==> config.mk <==
export PLATFORM = sky130hd
export DESIGN_NAME = rst_seq_ctrl
export DESIGN_NICKNAME = d
export VERILOG_FILES = /design/src/rtl/rst_seq_ctrl.sv
export SDC_FILE = /design/constraint.sdc
export NUM_CORES = 1
export LEC_CHECK = 0
export BUFFER_PORTS_ARGS = -buffer_cell sky130_fd_sc_hd__buf_4
export CAP_MARGIN = 30
export CORE_MARGIN = 5
export CORE_UTILIZATION = 48
export CTS_CLUSTER_SIZE = 40
export DETAILED_ROUTE_END_ITERATION = 8
export PLACE_DENSITY = 0.74
export SYNTH_ARGS = -nofsm -noshare
export SYNTH_HDL_FRONTEND = slang
export SYNTH_SLANG_ARGS = --single-unit
export TNS_END_PERCENT = 1
==> constraint.sdc <==
create_clock -name clk -period 1.6 [get_ports clk]
set_input_delay 0 -clock clk [delete_from_list [all_inputs] [get_ports clk]]
set_output_delay 0 -clock clk [all_outputs]
set_load 0.1 [all_outputs]
==> src/rtl/rst_seq_ctrl.sv <==
// Reset sequencer: power-on release p_reset_n -> clk_enb -> s_reset_n, plus soft reboot.
// Soft reboot (synchronizer, SOFT_RST/SOFT_CLKOFF, boot_cnt) is built only with RST_SEQ_SOFT_REBOOT_EN.
module rst_seq_ctrl #(
    parameter int unsigned P_RST_CYC = 16,
    parameter int unsigned CLK_WAIT  = 8,
    parameter int unsigned S_RST_CYC = 8
) (
    input  logic       clk,
    input  logic       e_reset_n,
    input  logic       soft_boot_req,
    output logic       p_reset_n,
    output logic       clk_enb,
    output logic       s_reset_n,
    output logic [3:0] boot_cnt,
    output logic       seq_busy
);

    typedef enum logic [2:0] {
        StPrst,
        StClkWait,
        StSrst,
        StRun,
        StSoftRst,
        StSoftClkOff
    } state_e;

    state_e     state_q, state_d;
    logic [7:0] cnt_q, cnt_d;
    logic       req_s;
    logic       boot_inc;

    always_comb begin
        state_d  = state_q;
        cnt_d    = (cnt_q == 8'd0) ? 8'd0 : cnt_q - 8'd1;
        boot_inc = 1'b0;
        unique case (state_q)
            StPrst: begin
                if (cnt_q == 8'd0) begin
                    state_d = StClkWait;
                    cnt_d   = 8'(CLK_WAIT - 1);
                end
            end
            StClkWait: begin
                if (cnt_q == 8'd0) begin
                    state_d = StSrst;
                    cnt_d   = 8'(S_RST_CYC - 1);
                end
            end
            StSrst: begin
                if (cnt_q == 8'd0) begin
                    state_d = StRun;
                    cnt_d   = 8'd0;
                end
            end
            StRun: begin
                if (req_s) begin
                    state_d  = StSoftRst;
                    cnt_d    = 8'(S_RST_CYC - 1);
                    boot_inc = 1'b1;
                end
            end
            StSoftRst: begin
                if (cnt_q == 8'd0) begin
                    state_d = StSoftClkOff;
                    cnt_d   = 8'(CLK_WAIT - 1);
                end
            end
            StSoftClkOff: begin
                if (cnt_q == 8'd0) begin
                    state_d = StSrst;
                    cnt_d   = 8'(S_RST_CYC - 1);
                end
            end
            default: begin
                state_d = StPrst;
                cnt_d   = 8'(P_RST_CYC - 1);
            end
        endcase
    end

    // Reset acts as the PRST entry, so the counter is preloaded and PRST lasts P_RST_CYC cycles.
    // Outputs are decoded from the next state so they change on the same edge as the state.
    always_ff @(posedge clk or negedge e_reset_n) begin
        if (!e_reset_n) begin
            state_q   <= StPrst;
            cnt_q     <= 8'(P_RST_CYC - 1);
            p_reset_n <= 1'b0;
            clk_enb   <= 1'b0;
            s_reset_n <= 1'b0;
            seq_busy  <= 1'b1;
        end else begin
            state_q   <= state_d;
            cnt_q     <= cnt_d;
            p_reset_n <= (state_d != StPrst);
            clk_enb   <= (state_d == StSrst) || (state_d == StRun) || (state_d == StSoftRst);
            s_reset_n <= (state_d == StRun);
            seq_busy  <= (state_d != StRun);
        end
    end

`ifdef RST_SEQ_SOFT_REBOOT_EN
    logic [1:0] sync_q;
    logic [3:0] boot_cnt_q;

    // Held clear while the core is in soft reset so a stale request cannot retrigger.
    always_ff @(posedge clk or negedge e_reset_n) begin
        if (!e_reset_n) begin
            sync_q <= 2'b00;
        end else if (!s_reset_n) begin
            sync_q <= 2'b00;
        end else begin
            sync_q <= {sync_q[0], soft_boot_req};
        end
    end

    assign req_s = sync_q[1];

    always_ff @(posedge clk or negedge e_reset_n) begin
        if (!e_reset_n) begin
            boot_cnt_q <= 4'd0;
        end else if (boot_inc && (boot_cnt_q != 4'hf)) begin
            boot_cnt_q <= boot_cnt_q + 4'd1;
        end
    end

    assign boot_cnt = boot_cnt_q;
`else
    logic unused_soft_boot;

    assign req_s            = 1'b0;
    assign boot_cnt         = 4'd0;
    assign unused_soft_boot = soft_boot_req ^ boot_inc;
`endif

endmodule
# [Word-level counts from Yosys, hierarchy flattened]
# Cells that the tools add are included.
# W data, S select, Z words.
[word_totals] ff_bits=15 latch_bits=0 ram_bits=0 romBits=0 inputBits=3 output_inout_bits=8 wordCells=32 mem_count=0
[op_classes] n_addsub=1 multipliers=0 div_mod_pow=0 n_lt_le_gt_ge=0 n_eq_ne=9 shifts=0 mux=9 n_bitwise=0 n_reduce_logical=7
[op_table] op="$mux W8" count=3
[op_table] op="$pmux W8 S3" count=1
[op_table] op="$pmux W3 S5" count=1
[op_table] op="$eq A3 B2 Y1 const B" count=4
[op_table] op="$mux W3" count=4
[op_table] op="$eq A3 B3 Y1 const B" count=3
[op_table] op="$logic_not A8 Y1" count=1
[op_table] op="$sub A8 B1 Y8 const B" count=1
[op_table] op="$reduce_or A4 Y1" count=1
[op_table] op="$eq A3 B1 Y1 const B" count=1
[op_table] op="$logic_not A3 Y1" count=1
[op_table] op="$ne A3 B2 Y1 const B" count=1
[op_table] op="$reduce_bool A3 Y1" count=1
[op_table] op="$logic_or A1 B1 Y1" count=2
[op_table] op="$reduce_or A2 Y1" count=1

# [Logic depth before layout (Yosys ltp)]
[logic_depth] word_depth=6 depth_mapped=5 depth_no_buf=5

# [Worst setup path before layout]
# OpenSTA, ideal clock, no wires.
[synth_timing] path_kind="register to register" startpoint="reg cnt_q[5]" endpoint="reg cnt_q[6]" setup_time_ns=0.077 t_arrival_ns=1.533 t_required_ns=1.523 slack_ns=-0.010 path_stages_with_launch=4 path_buffers=0 period_less_slack_ns=1.610 path_cell_list="dfrtp_1 -> or4_4 -> or4_1 -> a21oi_1"
[synth_via] elab_chain_cells=4 elab_cells_between_ends=6 cone_classes="add/sub: 1; mux: 4; reduce/logical: 1"
[synth_rtl] element="start: declaration" line="28" source="logic [7:0] cnt_q, cnt_d;"
[synth_rtl] element="start signal: assignment" line="86" source="cnt_q <= 8'(P_RST_CYC - 1);"
[synth_rtl] element="start signal: assignment" line="93" source="cnt_q <= cnt_d;"
[synth_rtl] element="$sub A8 B1 Y8 / $logic_not A8 Y1 (equally long branches)" line="34, 38, 44"
[synth_rtl] element="$mux W8" line="34" source="cnt_d = (cnt_q == 8'd0) ? 8'd0 : cnt_q - 8'd1;"
[synth_rtl] element="$mux W8, on equally long branches"
[synth_rtl] element="$pmux W8 S3 (*)" line="36" source="unique case (state_q)"
[synth_rtl] element="via cnt_d[6]" line="28"
# The timed path passes the listed nets; every way through them passes the cells marked *.

# [Worst setup path in the final report]
[layout_timing] startpoint="reg cnt_q[3]" endpoint="reg cnt_q[5]"
# The elaborated chain is that of the path after synthesis.

==> run summary <==
Htree depth: 1
Drt initial violations: 28
NetSw: 0.000171 W
Pwr Density: 705 nW/um^2
# Max-Cap Violations: 0
Setup CP Type: reg2reg
Yosys reg bits: 15
WL/cell: 14.3 um
Share of cells above drive strength 1: 34.4%
HPWL after DPL: 1060 um
Final min period: 1.59 ns
Die footprint: 2430 sq um
IO Port Bufs: 5
Placed insts: 103
Total Negative Setup Slacks: 0 ns
Post-synth cell types: 28
Sw Share: 26.4%
Initial core utilization: 49.7%
Area grow syn2layout: 23.8%
Clock power frac: 33.3%
Num CTS Buffers: 3
Drt via density: 5.68
Worst Hold Class: in2async
Internal cell power: 0.000476 W
Skew-Pair Late Insertion Delay: 0.28 ns
Routability congestion estimate: 0.778
Fin cells: 109
RSZ-0062 raised after global routing: yes
Clock transition at the registers of the reported paths: 0.09 ns
First-pass GRT wire length: 2530 um
Yosys warning count: 0
Slowest stage delay, CP: 0.46 ns
Combinational power share: 8.0%
Drt pass-1 iters: 4
Core ar.: 1490 sq um
Cells after Synth: 74
Critical Path RT: 1.81 ns
Final ANT Viol Nets: 0
CTS Sinks: 15
Most frequent cells in the layout: 15 x buf_4, 10 x dfrtp_1, 7 x o21ai_0
# rows: 14
Number of global-route vias before repair: 589
Die X: 49.3 um
Ordered cell list for the critical path: buf_4, or3_4, or4_1, a21oi_2
Via count: 619
Sequential fraction of the synthesis area: 51.5%
Max VDD drop: 0.366 mV
Commonest non-fill, non-tap cell in the layout: buf_4
Pin count of the biggest net entering global routing: 16
Worst Path Arrival: 1.81 ns
Syn_area_per_cell: 10.0 sq um
CP delay by family, top: simple AND/OR/NAND/NOR gates
Clock Path Buffers: 2
Final WL: 1560 um
Skew final: 0.00218 ns
Bufs and invs on worst path: 1
Fin. Hold Viols: 0
# DRC: 0
Nets: 99
Utilization after layout: 61.6%
IO Pins: 11
Gr ovfl total: 0
Slowest CP cell: or4_1
Leakage Power: 0.440 nW
R2R depth: 4
Crit path launch type: flip-flop
Slew Limit Fails: 0
Crit path capture type: flip-flop
Total inserted antenna cells: 0
CTS Root Cell: clkbuf_4
Final setup vio count: 0
Fmax: 627 MHz
Die height: 49.3 um
Cell Area, Synth: 741 sq um
Critical path peak fanout: 4
Initial antenna violation count: 0
Reg power frac: 58.7%
Status: completed
Total track usage: 13.5%
WP depth: 4
CTS tree: done
Final period util: 99.7%
## synthesized netlist by cell type
cell	n	share of area, %
nor2_1	6	3.0
dfrtp_1	10	34
conb_1	1	0.51
and3_1	1	0.85
inv_1	4	2.0
o31ai_1	1	1.0
dfstp_2	5	18
nand2_1	2	1.0
nor2b_1	1	0.85
nor3_1	3	2.0
xnor2_1	2	2.4
or4_4	1	1.5
nor3b_1	2	2.0
or3b_2	1	1.2
or3_1	2	1.7
a31oi_1	1	0.85
o21ai_0	9	6.1
or4_1	3	3.0
nor4_1	1	0.85
nand3_1	1	0.68
a21oi_1	6	4.1
nand2b_1	1	0.85
ha_1	2	3.4
and2_1	1	0.85
xor2_1	1	1.2
and4_1	1	1.2
buf_4	4	4.1
a311o_1	1	1.4
## metal layers
metal	GRT usage (%)	vias up	part of all wire, %
li1	-	296	-
met1	17.4	306	46
met2	20.8	13	48
met3	3.36	4	4.2
met4	6.73	0	1.5
met5	0	-	0
## area by class of cell
type / instances / area (sq um)
clock inverters: 1 / 5.00
inverters: 4 / 15.0
flip-flops and latches: 15 / 382
fillers: 125 / 572
clock buffers: 3 / 22.5
well taps: 16 / 20.0
multi-input cells: 54 / 350
repair buffers: 16 / 123
## cells by family after synthesis
family / synth area share (%)
other cells: 0.506
xor+xnor: 3.55
fa+ha+maj: 3.38
buf+inv: 6.08
compound gates: 13.3
simple gates: 21.6
flops: 51.5
## worst reg2reg max path: stages (launching register included)
cell and delay, ns:
dfstp_2 0.38, buf_4 0.14, or3_4 0.38, or4_1 0.46
a21oi_2 0.17
## sequential cells by signal, summed over array words and instances (netlist names)
register,count
s_reset_n,1
clk_enb,1
seq_busy,1
cnt_q,8
state_q,3
p_reset_n,1
## worst paths after layout
path,end,startpoint,slack (ns)
hold reg to reg,seq_busy,state_q[0],0.51
hold / removal,cnt_q[6],e_reset_n,0.11
max in group asynchronous,cnt_q[1],e_reset_n,1.25
setup / recovery,cnt_q[5],cnt_q[3],0.005
min in group clk,seq_busy,state_q[0],0.51
setup reg to reg,cnt_q[5],cnt_q[3],0.005
## power by group through the flow
stage	Sequential, W	Combinational, W	Clock [W]
after global routing	0.000380	0.0000540	0.000240
after global placement	0.000386	0.0000497	0
after detailed placement	0.000386	0.0000498	0
after CTS	0.000380	0.0000517	0.000221
after floorplan	0.000387	0.0000482	0
final	0.000380	0.0000516	0.000215
## per-stage QoR
stage | power, W | setup WS [ns] | hold slack [ns] | cell area (sq um)
after global routing | 0.000674 | -0.0415 | 0.126 | 917
after floorplan | 0.000435 | 0.0155 | -0.296 | 752
after global placement | 0.000436 | 0.0358 | -0.138 | 847
after detailed placement | 0.000436 | 0.0139 | -0.136 | 847
after CTS | 0.000652 | 0.00866 | 0.0982 | 890
final | 0.000646 | 0.00502 | 0.107 | 917
## timing repair
action / in CTS / in global routing
hold buffers: 1 / 0
setup endpoints to repair: 2 / 8
pin swaps: 1 / 2
resized for setup: 1 / 8
setup buffers: 0 / 1
gates cloned: 0 / 0
hold endpoints to repair: 15 / 0
Power figures use the tool's default switching activity.
